`src/rtl/mem_arbiter_pkg.sv`:
```
// Shared types and constants for the IF/MEM memory bus arbiter.
package mem_arbiter_pkg;

  typedef enum logic [1:0] {
    ARB_IDLE   = 2'd0,
    ARB_BUSY_D = 2'd1,
    ARB_BUSY_I = 2'd2
  } arb_state_e;

  localparam logic [3:0] SEL_FULL = 4'b1111;

endpackage

```
`src/rtl/mem_arbiter.sv`:
```
// Arbitrates one single-port memory bus between instruction fetch and load/store.
// Data wins ties until D_STREAK back-to-back data grants starve a pending fetch.
import mem_arbiter_pkg::*;

module mem_arbiter #(
  parameter int ADDR_W   = 32,
  parameter int DATA_W   = 32,
  parameter int WAIT_MAX = 16,
  parameter int D_STREAK = 4
) (
  input  logic              clk,
  input  logic              rst,
  input  logic              if_req,
  input  logic [ADDR_W-1:0] if_addr,
  output logic [DATA_W-1:0] if_rdata,
  output logic              if_ack,
  input  logic              d_req,
  input  logic              d_we,
  input  logic [ADDR_W-1:0] d_addr,
  input  logic [DATA_W-1:0] d_wdata,
  input  logic [3:0]        d_sel,
  output logic [DATA_W-1:0] d_rdata,
  output logic              d_ack,
  output logic              m_req,
  output logic              m_we,
  output logic [ADDR_W-1:0] m_addr,
  output logic [DATA_W-1:0] m_wdata,
  output logic [3:0]        m_sel,
  input  logic [DATA_W-1:0] m_rdata,
  input  logic              m_ack,
  output logic              stall_req_o,
  output logic              err_o
);

  localparam int WC_W = $clog2(WAIT_MAX + 1);
  localparam int SK_W = $clog2(D_STREAK + 1);
  localparam logic [WC_W-1:0] WAIT_LAST  = WC_W'(WAIT_MAX - 1);
  localparam logic [SK_W-1:0] STREAK_LIM = SK_W'(D_STREAK);

  arb_state_e      state, state_nxt;
  logic [WC_W-1:0] wait_cnt;
  logic [SK_W-1:0] streak;
  logic            grant_d, grant_i, done, tmo;

  always_ff @(posedge clk) begin
    if (rst) state <= ARB_IDLE;
    else     state <= state_nxt;
  end

  always_comb begin
    state_nxt = state;
    grant_d   = 1'b0;
    grant_i   = 1'b0;
    done      = 1'b0;
    tmo       = 1'b0;
    case (state)
      ARB_IDLE: begin
        if (d_req && (!if_req || streak < STREAK_LIM)) begin
          grant_d   = 1'b1;
          state_nxt = ARB_BUSY_D;
        end else if (if_req) begin
          grant_i   = 1'b1;
          state_nxt = ARB_BUSY_I;
        end
      end
      ARB_BUSY_D, ARB_BUSY_I: begin
        // a real ack on the last wait cycle still beats the timeout
        if (m_ack) begin
          done      = 1'b1;
          state_nxt = ARB_IDLE;
        end else if (wait_cnt == WAIT_LAST) begin
          tmo       = 1'b1;
          state_nxt = ARB_IDLE;
        end
      end
      default: state_nxt = ARB_IDLE;
    endcase
  end

  always_ff @(posedge clk) begin
    if (rst) begin
      m_req    <= 1'b0;
      m_we     <= 1'b0;
      m_addr   <= '0;
      m_wdata  <= '0;
      m_sel    <= '0;
      if_ack   <= 1'b0;
      d_ack    <= 1'b0;
      if_rdata <= '0;
      d_rdata  <= '0;
      err_o    <= 1'b0;
      wait_cnt <= '0;
      streak   <= '0;
    end else begin
      if_ack <= 1'b0;
      d_ack  <= 1'b0;
      if (grant_d) begin
        m_req    <= 1'b1;
        m_we     <= d_we;
        m_addr   <= d_addr;
        m_wdata  <= d_wdata;
        m_sel    <= d_sel;
        wait_cnt <= '0;
        streak   <= if_req ? streak + SK_W'(1) : '0;
      end else if (grant_i) begin
        m_req    <= 1'b1;
        m_we     <= 1'b0;
        m_addr   <= if_addr;
        m_wdata  <= '0;
        m_sel    <= SEL_FULL;
        wait_cnt <= '0;
        streak   <= '0;
      end else if (done || tmo) begin
        m_req    <= 1'b0;
        wait_cnt <= '0;
        if (tmo) err_o <= 1'b1;
        if (state == ARB_BUSY_D) begin
          d_ack   <= 1'b1;
          d_rdata <= done ? m_rdata : '0;
        end else begin
          if_ack   <= 1'b1;
          if_rdata <= done ? m_rdata : '0;
        end
      end else if (state != ARB_IDLE) begin
        wait_cnt <= wait_cnt + WC_W'(1);
      end
    end
  end

  assign stall_req_o = ~rst & ((d_req & ~d_ack) | (if_req & ~if_ack));

endmodule

```
`config.mk`:
```
export PLATFORM = sky130hd
export DESIGN_NAME = mem_arbiter
export DESIGN_NICKNAME = d
export VERILOG_FILES = /design/src/rtl/mem_arbiter_pkg.sv /design/src/rtl/mem_arbiter.sv
export SDC_FILE = /design/constraint.sdc
export NUM_CORES = 1
export LEC_CHECK = 0
export BUFFER_PORTS_ARGS = -buffer_cell sky130_fd_sc_hd__buf_4
export CORE_MARGIN = 2
export CORE_UTILIZATION = 41
export DETAILED_ROUTE_END_ITERATION = 6
export GPL_ROUTABILITY_DRIVEN = 0
export PLACE_DENSITY = 0.85
export SLEW_MARGIN = 15
export SYNTH_ARGS = -nofsm -noshare
export SYNTH_HDL_FRONTEND = slang
export SYNTH_SLANG_ARGS = --single-unit
```
`constraint.sdc`:
```
create_clock -name clk -period 1.7 [get_ports clk]
set_clock_uncertainty 0.1 [all_clocks]
set_input_delay 0.085 -clock clk [delete_from_list [all_inputs] [get_ports clk]]
set_output_delay 0.085 -clock clk [all_outputs]
set_load 0.02 [all_outputs]
```
; Yosys cells after proc, flatten, opt, wreduce, memory -nomap -nowiden
; Index checks and enable logic that the tools add are counted.
[word_totals]
ff_bits = 147
latchBits = 0
ramBits = 0
mem_bits_ro = 0
inputBits = 138
output_inout_bits = 138
word_cells = 79
n_memories = 0
[classes]
add_sub_neg = 2
n_mul = 0
div_mod_pow = 0
magnitude_cmp = 1
n_eq_ne = 5
shifts = 0
n_mux = 32
bitwise_logic = 11
reduce_logical = 15
[ops]
columns = operator, count
row1 = $mux W32, 5
row2 = $mux W1, 17
row3 = $reduce_and A4 Y1, 3
row4 = $mux W3, 3
row5 = $mux W2, 4
row6 = $mux W4, 2
row7 = $reduce_or A4 Y1, 2
row8 = $not A1 Y1, 7
row9 = $ne A3 B3 Y1 const B, 2
row10 = $add A5 B1 Y5 const B, 1
row11 = $eq A5 B4 Y1 const B, 1
row12 = $pmux W2 S2, 1
row13 = $reduce_bool A2 Y1, 2
row14 = $add A3 B1 Y3 const B, 1
row15 = $and A1 B1 Y1, 3
row16 = $lt A3 B3 Y1 const B, 1
row17 = $reduce_bool A3 Y1, 1
row18 = $eq A2 B1 Y1 const B, 1
row19 = $eq A2 B2 Y1 const B, 1
row20 = $logic_not A2 Y1, 1
row21 = $logic_or A1 B1 Y1, 2
row22 = $reduce_and A2 Y1, 1
row23 = $reduce_or A2 Y1, 1
row24 = $logic_and A1 B1 Y1, 1
row25 = other kinds (2), 2

; Logic depth before layout (Yosys ltp)
[depth]
depth_word = 8
mapped_depth = 8
mapped_depth_nobuf = 6

; Worst setup path after synthesis
; Ideal clock, no wire load.
[synth_timing]
path_type = reg-to-reg
from = register wait_cnt[0]
to = register d_rdata[12]
setup_ps = 60
arrival_time_ps = 1654
required_time_ps = 1540
setup_slack_ps = -114
path_stages_with_launch = 8
n_path_buf = 1
synth_period_minus_slack_ps = 1814
cell_sequence = dfxtp_1 -> ha_1 -> and3_1 -> ha_1 -> o21a_1 -> a31oi_2 -> buf_2 -> a32o_1
[synth_between]
elab_chain_len = 6
[synth_lines]
columns = element, line_no
row1 = start: declaration, mem_arbiter.sv:41  ; logic [WC_W-1:0] wait_cnt;
row2 = start signal: assignment, mem_arbiter.sv:125  ; wait_cnt <= wait_cnt + WC_W'(1);
row3 = $eq A5 B4 Y1, mem_arbiter.sv:71  ; end else if (wait_cnt == WAIT_LAST) begin
row4 = $mux W1, mem_arbiter.sv:71
row5 = $mux W1, mem_arbiter.sv:68  ; if (m_ack) begin
row6 = $mux W1, mem_arbiter.sv:56  ; case (state)
row7 = $logic_or A1 B1 Y1, mem_arbiter.sv:113  ; end else if (done || tmo) begin
row8 = $reduce_and A4 Y1 (no line), --
row9 = end signal: assignment, mem_arbiter.sv:119  ; d_rdata <= done ? m_rdata : '0;
row10 = end: declaration, mem_arbiter.sv:22  ; output logic [DATA_W-1:0] d_rdata,
; No other way between the ends.
; A chain may end at the register's enable or synchronous reset.

; Final worst setup path
[layout_timing]
from = register wait_cnt[1]
to = register d_rdata[18]
; The elaborated chain is that of the path after synthesis.

==> flow_metrics.env <==
export IMPL_synth_area_leaders="dfxtp_1 55%, a32o_1 12%, a22o_1 5.4%, o31ai_1 4.3%, nand3_1 3.3%"
export IMPL_io_pins=276
export IMPL_syn2layout_area_growth_pct=91.6
export IMPL_dp_cells=911
export IMPL_worst_slew_pin_slew_ps=531
export IMPL_cp_arrival_ps=2120
export IMPL_rsz0062_at_grt="yes"
export IMPL_drtIter0Drc=644
export IMPL_path_clk_slew_ps=60
export IMPL_yosysTopAreaCellShare_pct=54.7
export IMPL_yosys_top_cells_count="147 x dfxtp_1, 66 x a32o_1, 40 x nor2_1"
export IMPL_path_class="flip-flop to flip-flop"
export IMPL_antenna_found_initial=4
export IMPL_io_buffers=275
export IMPL_start_util_pct=42.3
export IMPL_ir_drop_v=0.000781
export IMPL_outcome="finished with violations"
export IMPL_clockRootBuffer="clkbuf_16"
export IMPL_die_area_sq_um=14100
export IMPL_grt_pass1_vias=6585
export IMPL_post_synth_top_count_cell="dfxtp_1"
export IMPL_ys_warn_count=0
export IMPL_num_rows=41
export IMPL_first_pass_iters=5
export IMPL_grt_pass1_wl_mm=35.0
export IMPL_hold_class="input pin to flip-flop"
export IMPL_p_per_area_nw_per_um2=1030
export IMPL_cts_tree="done"
export IMPL_ys_seq_area_share_pct=54.7
export IMPL_setup_viol=73
export IMPL_hold_viol_final=0
export IMPL_avgSynthCellArea_sq_um=10.9
export IMPL_dp_hpwl_mm=11.9
export IMPL_die_height_um=119
export IMPL_grt_start_max_net_pins=65
export IMPL_fin_crit_ps=1860
export IMPL_clk_path_buf_depth=2
export IMPL_vias_per_cell=5.85
export IMPL_final_cells=1103
export IMPL_multi_input_area_sq_um=2540
export IMPL_ant_nets=0
export IMPL_drt_total_wl_mm=24.9
export IMPL_core_region_area_sq_um=12700
export IMPL_cts_made_buffers=17
export IMPL_path_max_fanout=8
export IMPL_critPathLaunchType="flip-flop"
export IMPL_fmax_mhz=536
export IMPL_drc=0
export IMPL_p_leak_nw=4.48
export IMPL_ys_async_sr_fraction_pct=0
export IMPL_fin_ws_ps=-164
export IMPL_crit_path_end_kind="flip-flop"
export IMPL_die_w_um=119
export IMPL_insertion_delay_ps=430
export IMPL_layout_drive_gt1_share_pct=44.0
export IMPL_drv_cap=0
export IMPL_synth_edf_count=0
export IMPL_relSlewSlack_pct=64.5
export IMPL_grtUsageTotal_pct=31.7
export IMPL_ys_flop_type="dfxtp_1"
export IMPL_yosysTopAreaCell="dfxtp_1"
export IMPL_grt_ovfl_total=0
export IMPL_htree_levels=4
export IMPL_final_net_count=1058
export IMPL_synth_nets=637
export IMPL_wire_per_inst_um=22.6
export IMPL_fillers=663
export IMPL_violations="negative setup slack"
export IMPL_ys_ff_latch=147
export IMPL_syn_area_sq_um=5380
export IMPL_crit_required_ps=1960
export IMPL_clkSinkCount=147
export IMPL_syn_inst=494
export IMPL_num_vias=6453
export IMPL_regArea_sq_um=2950
export IMPL_yosysUniqueCellTypes=41
export IMPL_fin_crit_sh_pct=110
export IMPL_fin_hold_ws_ps=312
export IMPL_drv_slew=0
[path summary, 6_finish.rpt]
check,start,to,slack [ps],cells after the start
max,wait_cnt[1],d_rdata[18],-160,8
min,d_wdata[31],m_wdata[31],310,3
max reg2reg,wait_cnt[1],d_rdata[18],-160,8
min reg2reg,d_rdata[25],d_rdata[25],370,1
[layer usage]
| metal | wire (um) | GRT usage, % | vias up |
|---|---|---|---|
| met1 | 8660 | 33.4 | 3066 |
| met2 | 12400 | 55.2 | 469 |
| met3 | 2090 | 7.82 | 157 |
| met4 | 1800 | 21.7 | 0 |
| met5 | 0 | 0 | - |
| li1 | - | - | 2761 |
[final cells by class]
class	instances	share of cell area, %
Timing Repair Buffer	451	38.1
Sequential cell	147	28.6
Multi-Input combinational cell	290	24.7
Clock buffer	20	4.43
Tap cell	172	2.09
Clock inverter	12	1.75
Inverter	8	0.316
Antenna cell	3	0.0728
[power by group]
group / leakage [nW] / switching, mW / internal, mW
Combinational: 2.98 / 1.42 / 1.24
Clock: 0.306 / 1.50 / 2.54
Sequential: 1.20 / 0.174 / 3.69
[critical path, cell delays in order, from the launching register on]
cell     delay [ps]
dfxtp_2         340
ha_4            160
and3_4          170
ha_4            170
o21a_4          220
a31oi_4         200
buf_12          150
buf_6           150
a32o_1          150
[timing repair]
action / 4_1_cts / 5_1_grt
setup buffers: 1 / 10
setup endpoints to repair: 128 / 138
pin swaps: 3 / 22
hold buffers: 137 / 0
endpoints found under the hold margin: 141 / 0
cloned: 3 / 6
resized for setup: 24 / 44
[logic make-up (layout without fill, tap and decap cells)]
group,Yosys count,in the layout,synth area share (%)
flops,147,147,54.7
xor+xnor,3,3,0.488
mux,1,1,0.186
other cells,0,3,0
compound gates,184,184,28.7
buf+inv,60,491,6.26
simple gates,94,97,8.49
fa+ha+maj,5,5,1.16
[cells in the final DEF (no fill, tap or decap), drive strengths merged, types with 2 or more instances in the layout]
cell type    instances
bufinv               4
o32ai                2
buf                309
diode                3
and3                 2
nor2                46
ha                   5
nor2b                3
and2                 2
a22o                33
nor4                 2
a32o                66
dfxtp              147
dlygate4sd3        137
nand2                3
o221a                3
o31ai               31
inv                  8
xor2                 2
clkbuf              25
o21a                 2
nand3               36
clkinv               6
clkinvlp             2
a21oi               34
o21ai                5
a31oi                2
[sequential cells by signal, indices dropped and copies added, names as in the netlist, 2 cells and up]
name	cells
streak	3
wait_cnt	5
m_wdata	32
d_rdata	32
if_rdata	32
m_addr	32
state	2
m_sel	4
[metrics by stage]
step / util [%] / TNS (ps) / power [mW] / instance area, sq um / worst slack (ps)
global route: 81.0 / -8150 / 10.8 / 10300 / -178
detailed placement: 60.2 / -22410 / 5.78 / 7660 / -267
finish: 81.0 / -6350 / 10.6 / 10300 / -164
CTS: 77.2 / -3060 / 10.1 / 9820 / -70.2
global placement: 60.2 / -13280 / 5.71 / 7660 / -143
floorplan: - / 0 / 4.93 / 5470 / 12.4
Note: power is estimated with default switching activity, not from simulation.
